--- src/rtl/instruction_fetch.sv ---
// instruction_fetch: fetch stage of the core pipeline.
//
// Owns the program counter and reads instruction words over a request/acknowledge memory
// port. One instruction is presented per beat to decode together with an isNOP bubble flag.
// PC redirects from execute/trap logic are accepted in any state. Misaligned redirect targets
// and bus errors are reported on sticky flags.
//
// Optional feature: define FETCH_PREFETCH_EN to add a one-entry prefetch buffer. With it, the
// stage sustains one instruction per cycle with zero-wait memory. Without it, each instruction
// costs one FETCH beat and one ISSUED beat.
//
// Ports:
//   clk                 core clock, rising edge
//   rst                 asynchronous active-high reset
//   pipeStall           decode is not consuming; hold the presented instruction
//   jumpEnable          single-cycle redirect strobe
//   jumpAddress         redirect target
//   fetchRequest        memory read request, held until fetchAck
//   fetchAddress        word-aligned read address, held until fetchAck
//   fetchData           read data, valid with fetchAck
//   fetchAck            single-cycle read completion
//   fetchError          bus error, qualified by fetchAck
//   currentInstruction  instruction to decode (NOP_INSTRUCTION while isNOP)
//   currentPC           address of currentInstruction
//   isNOP               no valid instruction presented
//   fetchMisaligned     sticky: last redirect target was not word aligned
//   fetchBusError       sticky: bus error on a fetch

module instruction_fetch #(
    parameter logic [31:0] RESET_VECTOR    = 32'h0000_0000,
    parameter logic [31:0] NOP_INSTRUCTION = 32'h0000_0013
) (
    input  logic        clk,
    input  logic        rst,
    input  logic        pipeStall,
    input  logic        jumpEnable,
    input  logic [31:0] jumpAddress,
    output logic        fetchRequest,
    output logic [31:0] fetchAddress,
    input  logic [31:0] fetchData,
    input  logic        fetchAck,
    input  logic        fetchError,
    output logic [31:0] currentInstruction,
    output logic [31:0] currentPC,
    output logic        isNOP,
    output logic        fetchMisaligned,
    output logic        fetchBusError
);

    typedef enum logic [1:0] {StStart, StFetch, StIssued, StFault} fetchStateT;

    fetchStateT  stateQ, stateD;
    logic [31:0] pcQ, pcD;
    logic [29:0] addrQ, addrD;     // word address on the bus, decoupled from pc
    logic [31:0] instrQ, instrD;
    logic [31:0] curPcQ, curPcD;
    logic        isNopQ, isNopD;
    logic        misalignQ, misalignD;
    logic        busErrQ, busErrD;
    logic        pendingQ, pendingD; // redirect seen while a read was in flight

    logic [31:0] nextPc;
    logic        jumpAligned;
    logic        outstanding;

`ifdef FETCH_PREFETCH_EN
    logic [31:0] bufDataQ, bufDataD;
    logic [31:0] bufPcQ, bufPcD;
    logic        bufValidQ, bufValidD;
    logic        bufErrQ, bufErrD;
    logic        hitErr;
    logic [31:0] hitData;
    logic [31:0] hitPc;
`endif

    assign nextPc      = pcQ + 32'd4;
    assign jumpAligned = (jumpAddress[1:0] == 2'b00);

`ifdef FETCH_PREFETCH_EN
    // While ISSUED, the next word is requested until it lands in the buffer.
    assign outstanding = (stateQ == StFetch) || ((stateQ == StIssued) && !bufValidQ);
`else
    assign outstanding = (stateQ == StFetch);
`endif

    assign fetchRequest       = outstanding;
    assign fetchAddress       = {addrQ, 2'b00};
    assign currentInstruction = isNopQ ? NOP_INSTRUCTION : instrQ;
    assign currentPC          = curPcQ;
    assign isNOP              = isNopQ;
    assign fetchMisaligned    = misalignQ;
    assign fetchBusError      = busErrQ;

    always_comb begin
        stateD    = stateQ;
        pcD       = pcQ;
        addrD     = addrQ;
        instrD    = instrQ;
        curPcD    = curPcQ;
        isNopD    = isNopQ;
        misalignD = misalignQ;
        busErrD   = busErrQ;
        pendingD  = pendingQ;
`ifdef FETCH_PREFETCH_EN
        bufDataD  = bufDataQ;
        bufPcD    = bufPcQ;
        bufValidD = bufValidQ;
        bufErrD   = bufErrQ;
        hitErr    = bufValidQ ? bufErrQ : fetchError;
        hitData   = bufValidQ ? bufDataQ : fetchData;
        hitPc     = bufValidQ ? bufPcQ : nextPc;
`endif

        unique case (stateQ)
            StStart: begin
                stateD = StFetch;
            end

            StFetch: begin
                isNopD = 1'b1;
                if (fetchAck) begin
                    pendingD = 1'b0;
                    // Re-aim the bus at pc; after a discarded read this is the redirect target.
                    addrD    = pcQ[31:2];
                    // A read squashed by a redirect is dropped, including any error it carried.
                    if (!pendingQ) begin
                        if (fetchError) begin
                            busErrD = 1'b1;
                            stateD  = StFault;
                        end else begin
                            instrD = fetchData;
                            curPcD = pcQ;
                            isNopD = 1'b0;
                            stateD = StIssued;
`ifdef FETCH_PREFETCH_EN
                            addrD  = nextPc[31:2];
`endif
                        end
                    end
                end
            end

            StIssued: begin
`ifdef FETCH_PREFETCH_EN
                if (fetchAck && !bufValidQ) begin
                    bufValidD = 1'b1;
                    bufDataD  = fetchData;
                    bufErrD   = fetchError;
                    bufPcD    = nextPc;
                end
                if (!pipeStall) begin
                    pcD = nextPc;
                    if (bufValidQ || fetchAck) begin
                        bufValidD = 1'b0;
                        if (hitErr) begin
                            // Prefetch error surfaces only when that entry would be presented.
                            busErrD = 1'b1;
                            isNopD  = 1'b1;
                            stateD  = StFault;
                        end else begin
                            instrD = hitData;
                            curPcD = hitPc;
                            isNopD = 1'b0;
                            addrD  = nextPc[31:2] + 30'd1;
                        end
                    end else begin
                        // Read of pc+4 is already on the bus; FETCH simply waits for it.
                        isNopD = 1'b1;
                        stateD = StFetch;
                    end
                end
`else
                if (!pipeStall) begin
                    pcD    = nextPc;
                    addrD  = nextPc[31:2];
                    isNopD = 1'b1;
                    stateD = StFetch;
                end
`endif
            end

            StFault: begin
                isNopD = 1'b1;
            end

            default: begin
                stateD = StStart;
            end
        endcase

        // Redirects override whatever the state logic decided.
        if (jumpEnable) begin
            isNopD = 1'b1;
`ifdef FETCH_PREFETCH_EN
            bufValidD = 1'b0;
`endif
            if (!jumpAligned) begin
                misalignD = 1'b1;
                pendingD  = 1'b0;
                stateD    = StFault;
            end else begin
                pcD       = jumpAddress;
                misalignD = 1'b0;
                busErrD   = 1'b0;
                stateD    = StFetch;
                if (outstanding && !fetchAck) begin
                    // Keep the in-flight read stable; its data is thrown away on the ack.
                    pendingD = 1'b1;
                end else begin
                    pendingD = 1'b0;
                    addrD    = jumpAddress[31:2];
                end
            end
        end
    end

    always_ff @(posedge clk or posedge rst) begin
        if (rst) begin
            stateQ    <= StStart;
            pcQ       <= RESET_VECTOR;
            addrQ     <= RESET_VECTOR[31:2];
            instrQ    <= NOP_INSTRUCTION;
            curPcQ    <= RESET_VECTOR;
            isNopQ    <= 1'b1;
            misalignQ <= 1'b0;
            busErrQ   <= 1'b0;
            pendingQ  <= 1'b0;
        end else begin
            stateQ    <= stateD;
            pcQ       <= pcD;
            addrQ     <= addrD;
            instrQ    <= instrD;
            curPcQ    <= curPcD;
            isNopQ    <= isNopD;
            misalignQ <= misalignD;
            busErrQ   <= busErrD;
            pendingQ  <= pendingD;
        end
    end

`ifdef FETCH_PREFETCH_EN
    always_ff @(posedge clk or posedge rst) begin
        if (rst) begin
            bufDataQ  <= NOP_INSTRUCTION;
            bufPcQ    <= RESET_VECTOR;
            bufValidQ <= 1'b0;
            bufErrQ   <= 1'b0;
        end else begin
            bufDataQ  <= bufDataD;
            bufPcQ    <= bufPcD;
            bufValidQ <= bufValidD;
            bufErrQ   <= bufErrD;
        end
    end
`endif

endmodule

--- config.mk ---
export PLATFORM = sky130hd
export DESIGN_NAME = instruction_fetch
export DESIGN_NICKNAME = d
export VERILOG_FILES = /design/src/rtl/instruction_fetch.sv
export SDC_FILE = /design/constraint.sdc
export NUM_CORES = 1
export LEC_CHECK = 0
export CAP_MARGIN = 25
export CELL_PAD_IN_SITES_DETAIL_PLACEMENT = 1
export CELL_PAD_IN_SITES_GLOBAL_PLACEMENT = 1
export CORE_MARGIN = 5
export CORE_UTILIZATION = 30
export DETAILED_ROUTE_END_ITERATION = 12
export GPL_TIMING_DRIVEN = 0
export PLACE_DENSITY = 0.7
export SYNTH_ARGS = -nofsm -noshare
export SYNTH_HDL_FRONTEND = slang
export SYNTH_SLANG_ARGS = --single-unit
--- constraint.sdc ---
create_clock -name clk -period 5.6 [get_ports clk]
set_input_delay 0.84 -clock clk [delete_from_list [all_inputs] [get_ports clk]]
set_output_delay 0.84 -clock clk [all_outputs]
set_load 0.1 [all_outputs]
# --- Yosys cells after proc, flatten, opt, wreduce, memory -nomap -nowiden ---
# Index checks and enable logic that the tools add are counted.
word_totals:
  reg_bits: 132
  in_bits: 70
classes:
  add_sub_neg: 1
  n_eq_ne: 6
  mux: 36
  bitwise: 2
  n_reduce_logical: 12
ops:
  columns: ["op", "n"]
  rows:
  - ["$mux W32", 5]
  - ["$mux W30", 5]
  - ["$pmux W30 S2", 1]
  - ["$add A32 B3 Y32 const B", 1]
  - ["$mux W1", 18]
  - ["$mux W2", 5]
  - ["$ne A3 B3 Y1 const B", 3]
  - ["$reduce_and A4 Y1", 2]
  - ["$reduce_bool A4 Y1", 2]
  - ["$pmux W2 S3", 1]
  - ["$eq A2 B2 Y1 const B", 2]
  - ["$logic_not A2 Y1", 2]
  - ["$reduce_and A2 Y1", 2]
  - ["$reduce_bool A2 Y1", 2]
  - ["$pmux W1 S3", 1]
  - ["$eq A2 B1 Y1 const B", 1]
  - ["$not A1 Y1", 2]
  - ["$logic_and A1 B1 Y1", 1]
  - ["$logic_not A1 Y1", 1]

# --- Logic depth before layout (Yosys ltp) ---
# Gate-level depths: netlist of run 1.
logic_depth:
  depth_word: 6
  mapped_depth: 9
  mapped_depth_nobuf: 7

# --- Worst setup path after synthesis of run 1 ---
# OpenSTA, ideal clock, no wires.
synth_timing:
  path_type: "register to output"
  startpoint: "reg isNopQ, in the netlist isNOP"
  endpoint: "out currentInstruction[10]"
  arrival_time_ns: 2.159
  slack_ns: 2.601
  path_stages_with_launch: 3
  cell_sequence: "dfstp_2 clkbuf_1 nor2b_1"
synth_via:
  elab_chain_len: 1
synth_lines:
  columns: ["item", "line", "rtl"]
  rows:
  - ["start: declaration", "57", "logic isNopQ, isNopD;"]
  - ["start signal: assignment", "234", "isNopQ <= isNopD;"]
  - ["$mux W32", "88", "assign currentInstruction = isNopQ ? NOP_INSTRUCTION : instrQ;"]
  - ["end: declaration", "43", "output logic [31:0] currentInstruction,"]
# No other way between the ends.

# --- Final worst setup path of run 1 ---
layout_timing:
  startpoint: "in jumpEnable"
  endpoint: "reg addrQ[27]"
layout_via:
  elab_chain_len: 1
layout_lines:
  columns: ["item", "line", "rtl"]
  rows:
  - ["start: declaration", "36", "input logic jumpEnable,"]
  - ["$mux W30", "192", "if (jumpEnable) begin"]
  - ["named net addrD[27]", "54", "logic [29:0] addrQ, addrD;"]
  - ["end signal: assignment", "221", "addrQ <= RESET_VECTOR[31:2];"]
  - ["end signal: assignment", "231", "addrQ <= addrD;"]
  - ["end: declaration", "54", null]
# The timed path passes the listed nets, and every way through them passes these cells.
# A chain may end at the register's enable or synchronous reset.

==> results.cfg, run 1 <==
[run_status]
status = completed

[synthesis]
yosysTopAreaCell = dfrtp_1
synth.avg_cell_area_um2 = 9.90
synth_top_family_by_area = simple AND/OR/NAND/NOR gates
synthSimpleGateAreaFrac_pct = 18.6
synth_edf_count = 0
ys_types = 62
synthArstFlopShare_pct = 100
synthCells = 700
syn-cell-area_um2 = 6930
synth.yosys.seq_area_share_pct = 47.7
synth-seq-cells = 132
synth_top_area_share_pct = 46.2
synth.area.top_cells = dfrtp_1 46%, mux2_2 11%, nand2_1 3.9%
synthFlopType = dfrtp_1
synth_xor_area_share_pct = 4.55
yosys_warnings = 0
synthMuxAreaShare_pct = 10.9
synthAdderAreaFrac_pct = 0.903
synth_compound_area_share_pct = 12.9

[power_and_ir_drop]
p_sw_share_pct = 52.9
cellInternalPower_mw = 3.04
p_per_area_nw_per_um2 = 672
p_comb_share_pct = 57.3
cellLeakagePower_nw = 3.68
ir_drop_mv = 0.327
pwr-share-seq_pct = 24.6
pwr-share-clk_pct = 18.1
p_switching_mw = 3.41

[finish]
final_cell_mix = 167 x clkdlybuf4s50_1, 128 x dfrtp_1, 72 x nand2_1
antennaDiodeCount = 0
final_nets = 963
area.growth.synth_to_final_pct = 38.6
fin_util_pct = 42.3
fillCellCount = 2542
layout.cells.most_common = clkdlybuf4s50_1
drive_above_1_share_pct = 14.7

[critical_path]
cp.depth = 7
critPathArrivalTime_ps = 3990
r2r_slack_ps = 2520
cpMostUsedCell = nand2_1
crit_chain = clkdlybuf4s50_1 > nor3b_1 > nand2_1 > nand2_1 > buf_1 > a221oi_1 > o22ai_1
rr_endpoint = addrQ[15]$_DFF_PP0_
critPathCapture = addrQ[27]$_DFF_PP0_
critPathMaxFanout = 10
crit_type = primary input to flop
worst-path-buf-inv = 2
cp-startpoint = jumpEnable
r2r_start = stateQ[0]$_DFFE_PP0P_
cp_top_family = simple AND/OR/NAND/NOR gates
start_kind = primary input
cpPeakStageDelay_ps = 690
rr_worst_depth = 7
crit_required_ps = 5940
cp-end-kind = flop
critical_path.slowest_cell = nor3b_1

[detailed_routing]
wire_per_inst_um = 21.1
antenna_left = 0
routed_via_density = 5.23
dr.pass1.iters = 4
num_vias = 6206
drt_first_iter_violations = 385
routed_wl_um = 25000
drcViolationCount = 0

[placement]
dp_hpwl_um = 18300
io_buffers = 167
dpl_worst_slack_ps = 1590
globalplace.congestion = 0.863

[timing]
setup_tns_ps = 0
finClkSkew_ps = 12.2
finalSetupViolCount = 0
period_needed_ps = 3650
setup_slack_ps = 1950
finalMaxSlewViolations = 0
tightest_slew_ps = 1060
timing.hold.ws_ps = 497
fmax_mhz = 274
rsz0062_at_grt = no
fin_crit_sh_pct = 65.1
finalHoldViolCount = 0
max_slew_margin_pct = 29.0

[die]
initial_utilization_pct = 30.5
die_area_um2 = 26200
die_h_um = 162
fp.dieW_um = 162
coreArea_um2 = 22700
io_pins = 170
rows = 55

[cts]
holdBufCountCts = 0
cts_tree = done
cts-resized-gates = 0
numCtsBuffers = 17
cts_num_sinks = 132
htreeDepth = 4
clk_latency_ps = 430
post_cts_buffers = 0
clockBufferDepth = 2
clk_pin_slew_worst_paths_ps = 60
cts_root_buf = clkbuf_16

[grt]
grt_pass1_vias = 6503
track_usage_pct = 19.3
antenna_found_initial = 0
grt_pass1_wl_um = 39400
grt_max_degree = 73
grt-ovfl-total = 0

[run]
cap_violations = 0

[min_path]
hp-class = flop to flop
-- per-stage QoR --
| stage | area (um^2) | std cells | power [mW] |
|---|---|---|---|
| after global routing | 9610 | 1186 | 6.73 |
| after floorplan | 6940 | 701 | 4.30 |
| after global placement | 8960 | 1153 | 5.24 |
| after CTS | 9610 | 1186 | 6.50 |
| after detailed placement | 9000 | 1154 | 5.31 |
| final | 9610 | 1186 | 6.45 |
-- sequential cells by signal, summed over array words and instances, names as in the netlist --
signal           flops
addrQ               30
currentPC           32
fetchBusError        1
fetchMisaligned      1
instrQ              32
isNOP                1
pcQ                 32
pendingQ             1
stateQ               2
-- routing by layer --
| metal | vias to the layer above | global-route usage, % | part of all wire (%) |
|---|---|---|---|
| li1 | 2869 | - | - |
| met1 | 3105 | 26.0 | 46 |
| met2 | 206 | 31.4 | 47 |
| met3 | 26 | 4.85 | 5.8 |
| met4 | 0 | 4.58 | 1.5 |
| met5 | - | 0 | 0 |
-- layout make-up --
type | count | area [um^2] | share of cell area [%]
multi-input cells | 499 | 3320 | 34.6
clock inverters | 12 | 154 | 1.60
repair buffers | 168 | 1700 | 17.7
flip-flops and latches | 132 | 3310 | 34.4
inverters | 8 | 35.0 | 0.365
well taps | 285 | 357 | 3.71
clock buffers | 20 | 457 | 4.75
plain buffers | 62 | 274 | 2.85
-- kinds of logic after synthesis --
kind of cell / count (synthesis)
AOI/OAI and AO/OA: 138
DFF: 132
muxes: 67
other: 1
xor gates and xnor gates: 36
and+or+nand+nor: 251
adders and majority gates: 5
buffers and inverters: 70
-- worst min path at each step --
| stage | startpoint | end | depth (start not counted) |
|---|---|---|---|
| global placement | pcQ[0]$_DFFE_PP0P_ | pcQ[0]$_DFFE_PP0P_ | 1 |
| CTS | fetchMisaligned$_DFFE_PP0P_ | fetchMisaligned$_DFFE_PP0P_ | 2 |
| floorplan | pcQ[0]$_DFFE_PP0P_ | pcQ[0]$_DFFE_PP0P_ | 1 |
| detailed placement | fetchMisaligned$_DFFE_PP0P_ | fetchMisaligned$_DFFE_PP0P_ | 2 |
| finish | fetchMisaligned$_DFFE_PP0P_ | fetchMisaligned$_DFFE_PP0P_ | 2 |
| global route | currentPC[30]$_DFFE_PP0P_ | currentPC[30]$_DFFE_PP0P_ | 1 |
-- worst register-to-register path, stage by stage, from the launching register on --
cell	delay [ps]
dfrtp_1	400
inv_1	120
ha_1	320
nor2b_1	270
clkbuf_1	510
buf_1	680
nand2_1	240
o311ai_0	430
-- power by group through the flow --
stage	Combinational (mW)	Sequential [mW]	Clock, mW
floorplan	1.31	3.00	0
global placement	3.65	1.58	0
detailed placement	3.70	1.60	0
CTS	3.72	1.59	1.20
global route	3.86	1.63	1.24
finish	3.70	1.59	1.17
-- cell usage after synthesis, drive strengths merged, types with 3 or more instances --
library cell	count
dfrtp	128
nand2	72
mux2	66
o21ai	54
nor2	44
clkbuf	40
nor2b	33
xnor2	28
nor3	23
a21oi	22
buf	22
nand3	16
a221oi	15
nand4	14
nor4	13
or3	10
inv	8
xor2	8
a31oi	7
o211ai	6
and2	5
ha	5
or4	5
a22o	4
and4	4
dfstp	4
a32oi	3
nand2b	3
nor3b	3
o21a	3
o31a	3
or2	3
Power figures use the tool's default switching activity.
==> run 2: changes to the inputs <==
==> constraint.sdc (replaced) <==
create_clock -name clk -period 3.6 [get_ports clk]
set_input_delay 0.54 -clock clk [delete_from_list [all_inputs] [get_ports clk]]
set_output_delay 0.54 -clock clk [all_outputs]
set_load 0.1 [all_outputs]
==> run 2 against run 1 <==
  * Non-clock buffer count up 2
  * Utilization grew 0.36 points
  * Clock power up 68%
  * Critical path depth fell by 4
  * Wire length rose by 0.63%
  * Sequential power increased by 55%
  * Clock skew down 4.8 ps
  * Combinational power grew 56%
  * Die area unchanged
  * Final area up 0.85%
  * Sequential share of layout area shrank 0.29 points
  * Total power grew 58%
  * Largest cell class unchanged
==> results.cfg, run 2 (synthesis results as in run 1) <==
[run_status]
status = completed

[finish]
final_nets = 965
antennaDiodeCount = 0
fin_util_pct = 42.7
fillCellCount = 2545
area.growth.synth_to_final_pct = 39.8
layout.cells.most_common = clkdlybuf4s50_1
final_cell_mix = 167 x clkdlybuf4s50_1, 128 x dfrtp_1, 72 x nand2_1
multi_input_area_um2 = 3320
seqCellArea_um2 = 3310
drive_above_1_share_pct = 14.7

[cts]
cts_root_buf = clkbuf_16
numCtsBuffers = 17
clk_pin_slew_worst_paths_ps = 60
post_cts_buffers = 0
cts_tree = done
htreeDepth = 4
clockBufferDepth = 2
holdBufCountCts = 0
cts-resized-gates = 0
cts_num_sinks = 132
clk_latency_ps = 420

[power_and_ir_drop]
p_per_area_nw_per_um2 = 1050
ir_drop_mv = 0.570
cellLeakagePower_nw = 3.72
finalPower_mw = 10.2

[die]
initial_utilization_pct = 30.5
coreArea_um2 = 22700
rows = 55
io_pins = 170
die_area_um2 = 26200
die_h_um = 162
fp.dieW_um = 162

[critical_path]
cp-startpoint = isNOP$_DFFE_PP1P_
cp.depth = 3
crit_required_ps = 3060
cpPeakStageDelay_ps = 1140
r2r_start = stateQ[0]$_DFFE_PP0P_
cp-end-kind = output pin
start_kind = flop
critPathCapture = currentInstruction[4]
crit_chain = clkbuf_1 > or2_2 > clkdlybuf4s50_1
critPathMaxFanout = 10
critical_path.slowest_cell = clkdlybuf4s50_1
critPathArrivalTime_ps = 2780
crit_type = flop to output pin
worst-path-buf-inv = 2
cp_top_family = buffers and inverters
rr_endpoint = addrQ[15]$_DFF_PP0_
rr_worst_depth = 7
r2r_slack_ps = 650

[timing]
period_needed_ps = 3320
finalSetupViolCount = 0
max_slew_margin_pct = 29.1
finalMaxSlewViolations = 0
finClkSkew_ps = 7.34
setup_tns_ps = 0
fmax_mhz = 301
tightest_slew_ps = 1060
setup_slack_ps = 279
finalHoldViolCount = 0
rsz0062_at_grt = no
fin_crit_sh_pct = 92.3

[detailed_routing]
routed_via_density = 5.29
routed_wl_um = 25200
drcViolationCount = 0
dr.pass1.iters = 5
wire_per_inst_um = 21.2
num_vias = 6285
drt_first_iter_violations = 375
antenna_left = 0

[min_path]
hold_depth = 1
hp-class = flop to flop

[grt]
grt_max_degree = 41
track_usage_pct = 19.3
grt_pass1_wl_um = 39800
grt_pass1_vias = 6824
antenna_found_initial = 0
grt-ovfl-total = 0

[placement]
dpl_worst_slack_ps = -56.0
globalplace.congestion = 0.864
io_buffers = 167
dp_hpwl_um = 18400

[run]
cap_violations = 0
## run 2: cell count changes in the layout (fill, tap and decap cells not counted)
| cell | change |
|---|---|
| clkbuf_8 | +2 |
| clkinv_4 | -2 |
| clkinvlp_4 | -1 |
| buf_16 | -1 |
| bufinv_16 | +2 |
| clkbuf_1 | +1 |
| inv_6 | -2 |
| buf_12 | +3 |
## run 2: per-layer routing
layer / vias up / routed length (um) / GRT usage (%)
met5: - / 0 / 0
met4: 0 / 476 / 5.42
met3: 28 / 1530 / 4.47
met2: 228 / 12000 / 32.3
met1: 3152 / 11200 / 25.3
li1: 2877 / - / -
## run 2: power by group
group          leakage (nW)  switching [mW]  internal [mW]
combinational          1.77            4.23           1.53
sequential             1.62           0.392           2.08
clock                 0.323           0.664           1.30
total                  3.72            5.28           4.91
## run 2: worst min-delay path by stage
stage	endpoint	slack (ps)	from
3_5_place_dp	pcQ[1]$_DFFE_PP0P_	480	pcQ[1]$_DFFE_PP0P_
6_report	instrQ[29]$_DFFE_PP0P_	500	instrQ[29]$_DFFE_PP0P_
5_1_grt	instrQ[9]$_DFFE_PP0P_	510	instrQ[9]$_DFFE_PP0P_
3_3_place_gp	pcQ[0]$_DFFE_PP0P_	480	pcQ[0]$_DFFE_PP0P_
2_1_floorplan	pcQ[0]$_DFFE_PP0P_	460	pcQ[0]$_DFFE_PP0P_
4_1_cts	pcQ[1]$_DFFE_PP0P_	500	pcQ[1]$_DFFE_PP0P_
## run 2: cell type report
cell class              instances  area share, %
well taps                     285           3.68
clock inverters                 9           1.78
multi-input cells             499           34.3
plain buffers                  62           2.83
inverters                       8          0.349
flip-flops and latches        132           34.1
repair buffers                170           17.9
clock buffers                  23           5.04
## run 2: metrics by stage
| stage | hold WS [ps] | instances | cell area (um^2) |
|---|---|---|---|
| floorplan | 458 | 701 | 6940 |
| global placement | 476 | 1153 | 8970 |
| detailed placement | 481 | 1156 | 9030 |
| CTS | 498 | 1188 | 9690 |
| global route | 512 | 1188 | 9690 |
| finish | 495 | 1188 | 9690 |
==> variant 1, RTL diff (flow settings as in run 2) <==
The option `FETCH_PREFETCH_EN` is turned on by a define.
--- a/src/rtl/instruction_fetch.sv
+++ b/src/rtl/instruction_fetch.sv
@@ -27,4 +27,6 @@
 //   fetchBusError       sticky: bus error on a fetch
 
+`define FETCH_PREFETCH_EN
+
 module instruction_fetch #(
     parameter logic [31:0] RESET_VECTOR    = 32'h0000_0000,
Check against the original RTL: not equivalent (Yosys sat finds a counterexample within 4 cycles, from zero or initial values and one cycle with rst high).
==> variant 1 against run 2 <==
Die area rose by 64%; hold slack got worse by 0.023 ns; total power rose by 25%; sequential power rose by 49%; sequential cell count rose by 66; first-iteration DRC count rose by 69%; worst setup slack got worse by 0.21 ns; utilization fell by 4.2 points; area after synthesis rose by 69%; largest power group unchanged; synthesized cell count rose by 92%; cell area rose by 54%; fmax fell by 5.9%; critical path depth rose by 10; wire length rose by 81%.
==> variant 1: results (changes against run 2) <==
* Run status: completed (unchanged)
* Vias in the first global route at 11489 (was 6824)
* Hold Crit Class: reg2reg (unchanged)
* Netlist cell types at 70 (was 62)
* Via density per instance at 5.309 (was 5.290)
* Clock-pin slew on the worst setup and hold paths at 0.08 ns (was 0.06 ns)
* IR drop worst, VDD at 0.5347 mV (was 0.5702 mV)
* Post-Synth XOR/XNOR Area at 7.263% (was 4.549%)
* Slew HR at 27.98% (was 29.08%)
* Max Clock Skew at 0.01342 ns (was 0.007335 ns)
* Leakage Power at 6.014 nW (was 3.721 nW)
* Most frequent cells after synthesis: 205 x sky130_fd_sc_hd__nand2_1, 191 x sky130_fd_sc_hd__dfrtp_1, 174 x sky130_fd_sc_hd__o21ai_0 (was 128 x sky130_fd_sc_hd__dfrtp_1, 72 x sky130_fd_sc_hd__nand2_1, 66 x sky130_fd_sc_hd__mux2_2)
* Post-detailed-placement half-perimeter wirelength at 35780 um (was 18360 um)
* FF-to-FF setup slack at 0.07 ns (was 0.65 ns)
* Final weighted congestion in routability-driven placement at 0.8937 (was 0.8637)
* Pin count of the biggest net entering global routing at 36 (was 41)
* Later-pin clock latency in the skew report at 0.46 ns (was 0.42 ns)
* Fin Hold WS at 0.4725 ns (was 0.4953 ns)
* Area after detailed placement at 14140 um^2 (was 9027 um^2)
* Initial DRC count at 635 (was 375)
* Wire per inst at 22.06 um (was 21.19 um)
* Wire length of the first global-routing pass at 70300 um (was 39820 um)
* Compound-Gate Fraction of Synth Area at 17.86% (was 12.87%)
* Main area contributors after synthesis: sky130_fd_sc_hd__dfrtp_1 41%, sky130_fd_sc_hd__o21ai_0 7.4%, sky130_fd_sc_hd__nand2_1 6.6% (was sky130_fd_sc_hd__dfrtp_1 46%, sky130_fd_sc_hd__mux2_2 11%, sky130_fd_sc_hd__nand2_1 3.9%)
* Number of buffers inserted by post-CTS setup repair at 3 (was 0)
* Aggregate global-route resource usage at 20.78% (was 19.35%)
* Proportion of synthesized chip area in sequential cells at 42.43% (was 47.73%)
* Nets at 1612 (was 965)
variant 1: logic make-up (layout without fill, tap and decap cells):
logic type                 count (synthesis)  in the layout
and+or+nand+nor                          480            480
AOI/OAI and AO/OA                        344            344
DFF                                      198            198
buffers and inverters                    139            346
xor gates and xnor gates                  97             97
muxes                                     76             76
adders and majority gates                  6              6
other                                      1              2
variant 1: layout make-up:
cell class | count | area [um^2]
multi-input combinational | 1005 | 6252
inverter | 19 | 75.07
buffer | 119 | 523.0
clock buffer | 18 | 439.2
sequential | 198 | 4965
timing repair buffer | 176 | 1815
fill | 4531 | 23770
clock inverter | 14 | 155.1
tap | 518 | 648.1
variant 1: per-layer routing:
metal  vias up  routed length [um]  track usage, %
met5         -                   0               0
li1       5077                   -               -
met1      5462               21770           29.78
met3        38                2668           4.050
met2       397               20560           32.90
met4         0                 593           4.195
variant 1: per-stage QoR:
step                      cells  setup WS [ns]  power [mW]
after floorplan            1342         0.5054       8.681
after global placement     2027         -1.408       10.57
after detailed placement   2033        -0.3973       10.75
after CTS                  2068        0.03104       12.76
after global routing       2067      0.0002536       13.37
final                      2067        0.06929       12.72
variant 1: power by group:
part           switching, mW  leakage [nW]  total [mW]  internal [mW]
Combinational           5.21          3.24        7.07           1.86
Sequential             0.553          2.48        3.68           3.13
Clock                   1.01         0.289        1.96          0.950
variant 1: path summary, 6_finish.rpt:
check / from / end / cells after the start
min: bufPcQ[2]$_DFFE_PP0P_ / bufPcQ[2]$_DFFE_PP0P_ / 2
min in group asynchronous: rst / instrQ[28]$_DFFE_PP0P_ / 2
max: pcQ[2]$_DFF_PP0_ / addrQ[24]$_DFF_PP0_ / 13
min reg2reg: bufPcQ[2]$_DFFE_PP0P_ / bufPcQ[2]$_DFFE_PP0P_ / 2
max in group asynchronous: rst / addrQ[25]$_DFF_PP0_ / 5
max reg2reg: pcQ[2]$_DFF_PP0_ / addrQ[24]$_DFF_PP0_ / 13
variant 1: critical path, cell delays in order, from the launching register on:
cell and delay, ns:
sky130_fd_sc_hd__dfrtp_2 0.42, sky130_fd_sc_hd__ha_2 0.20, sky130_fd_sc_hd__buf_6 0.14, sky130_fd_sc_hd__nand3_2 0.13, sky130_fd_sc_hd__buf_6 0.19, sky130_fd_sc_hd__or3_1 0.40, sky130_fd_sc_hd__a211oi_2 0.33, sky130_fd_sc_hd__buf_4 0.17
sky130_fd_sc_hd__nand3b_1 0.08, sky130_fd_sc_hd__or4b_4 0.51, sky130_fd_sc_hd__buf_4 0.19, sky130_fd_sc_hd__nor4_4 0.14, sky130_fd_sc_hd__xnor2_1 0.14, sky130_fd_sc_hd__a221o_1 0.35
==> variant 2, RTL diff (config.mk and constraints of run 2) <==
Made on the original files. The 4 states of `fetchStateT` get a one-hot encoding in 4 bits.
--- a/src/rtl/instruction_fetch.sv
+++ b/src/rtl/instruction_fetch.sv
@@ -48,5 +48,5 @@
 );
 
-    typedef enum logic [1:0] {StStart, StFetch, StIssued, StFault} fetchStateT;
+    typedef enum logic [3:0] {StStart = 4'b0001, StFetch = 4'b0010, StIssued = 4'b0100, StFault = 4'b1000} fetchStateT;
 
     fetchStateT  stateQ, stateD;
Function: same outputs for any inputs over 4 cycles, from zero or initial values and one cycle with rst high; so few cycles prove little.
==> variant 2 against run 2 <==
Clock skew is 0.0022 ns higher; count of clock-buffer cells in the layout decreased by 3; utilization decreased by 0.36 points; global-route usage increased by 0.27 points; hold slack got worse by 0.013 ns; combinational power fell by 29%; worst setup slack improved by 0.0087 ns; wire length grew 2.9%; area after synthesis increased by 2.4%; sequential cell count rose by 2; cell area rose by 2.2%; total power down 18%; first-iteration DRC count down 13%; critical path type unchanged; largest cell class unchanged; highest routed layer unchanged.
==> variant 2: results (changes against run 2) <==
* Run status: completed (unchanged)
* Placed Cells incl. Taps at 1218 (was 1156)
* Mux contribution to synthesized area at 9.519% (was 10.87%)
* Initial DRC count at 326 (was 375)
* Netlist cell types at 63 (was 62)
* Post-synthesis instance total at 727 (was 700)
* Wire per inst at 20.73 um (was 21.19 um)
* Pin count of the biggest net entering global routing at 34 (was 41)
* Leakage Power at 3.880 nW (was 3.721 nW)
* Compound-Gate Fraction of Synth Area at 13.47% (was 12.87%)
* Post-detailed-placement half-perimeter wirelength at 18880 um (was 18360 um)
* Adder and majority gate portion of the synthesized area at 0.1763% (was 0.9025%)
* Arrival time of the worst setup path at 2.77 ns (was 2.78 ns)
* Fraction of layout cells with a size suffix above 1 at 11.60% (was 14.73%)
* Final weighted congestion in routability-driven placement at 0.8217 (was 0.8637)
* Max Clock Skew at 0.009536 ns (was 0.007335 ns)
* Post-Synth XOR/XNOR Area at 4.812% (was 4.549%)
* Wire length of the first global-routing pass at 40340 um (was 39820 um)
* Vias in the first global route at 6801 (was 6824)
* Main area contributors after synthesis: sky130_fd_sc_hd__dfrtp_1 45%, sky130_fd_sc_hd__mux2_1 9.4%, sky130_fd_sc_hd__a21oi_1 4.7% (was sky130_fd_sc_hd__dfrtp_1 46%, sky130_fd_sc_hd__mux2_2 11%, sky130_fd_sc_hd__nand2_1 3.9%)
* Via density per instance at 5.130 (was 5.290)
* Aggregate global-route resource usage at 19.62% (was 19.35%)
* Maximum buffer depth of the clock tree at 2 (unchanged)
* Nets at 989 (was 965)
* Hold Crit Class: reg2reg (unchanged)
## variant 2: stage by stage
step | util (%) | setup slack (ns) | power, mW | area [um^2] | setup TNS [ns]
floorplan | - | 0.9012 | 5.394 | 7106 | 0
global placement | 39.21 | -0.02747 | 6.416 | 9176 | -2.120
detailed placement | 39.59 | 0.1974 | 6.499 | 9264 | 0
CTS | 42.32 | 0.03424 | 8.447 | 9903 | 0
global route | 42.30 | 0.1260 | 8.729 | 9899 | 0
finish | 42.30 | 0.2873 | 8.369 | 9899 | 0
## variant 2: cell type report
type / instances / area (um^2)
clock inverter: 12 / 173.9
inverter: 8 / 35.03
timing repair buffer: 171 / 1754
tap: 319 / 399.1
fill: 2638 / 13500
multi-input combinational: 514 / 3366
buffer: 72 / 345.3
clock buffer: 20 / 466.7
sequential: 134 / 3359
## variant 2: worst register-to-register path: stages, from the launching register on
cell and delay, ns:
sky130_fd_sc_hd__dfrtp_1 0.31, sky130_fd_sc_hd__buf_2 0.22, sky130_fd_sc_hd__and2_1 0.15, sky130_fd_sc_hd__clkbuf_1 0.29, sky130_fd_sc_hd__nand4_1 0.28, sky130_fd_sc_hd__buf_2 0.28
sky130_fd_sc_hd__buf_2 0.22, sky130_fd_sc_hd__nor4_1 0.27, sky130_fd_sc_hd__o21ai_0 0.17, sky130_fd_sc_hd__a21oi_1 0.19
## variant 2: cells by family after synthesis
kind of cell	count (synthesis)
other cells	1
buf+inv	80
compound gates	160
fa+ha+maj	1
simple gates	252
mux	60
flops	134
xor+xnor	39
## variant 2: per-layer routing
metal  up-vias  routed length (um)  track usage, %
met1      3227               11820           26.07
met4         0                 399           4.766
met3        30                1500           4.893
met2       207               12180           32.26
li1       2948                   -               -
met5         -                   0               0
## variant 2: power by group
group | switching [mW] | internal (mW) | total [mW]
Sequential | 0.323 | 2.04 | 2.36
Combinational | 3.02 | 1.07 | 4.09
Clock | 0.704 | 1.21 | 1.92
Total | 4.05 | 4.32 | 8.37
## variant 2: what timing repair did
| action | in CTS | in global routing |
|---|---|---|
| resized for setup | 1 | 2 |
| setup endpoints to repair | 1 | 1 |
| cloned | 0 | 0 |
## variant 2: worst paths after layout
kind                                  startpoint                   endpoint  slack [ns]  cells after the start
max                            isNOP$_DFFE_PP1P_      currentInstruction[0]        0.29                      3
min                        instrQ[7]$_DFFE_PP0P_      instrQ[7]$_DFFE_PP0P_        0.48                      1
max reg2reg                     pcQ[6]$_DFF_PP0_        addrQ[27]$_DFF_PP0_        1.15                      9
min reg2reg                instrQ[7]$_DFFE_PP0P_      instrQ[7]$_DFFE_PP0P_        0.48                      1
max in group asynchronous                    rst  currentPC[20]$_DFFE_PP0P_        2.03                      5
min in group asynchronous                    rst      instrQ[5]$_DFFE_PP0P_        0.57                      2
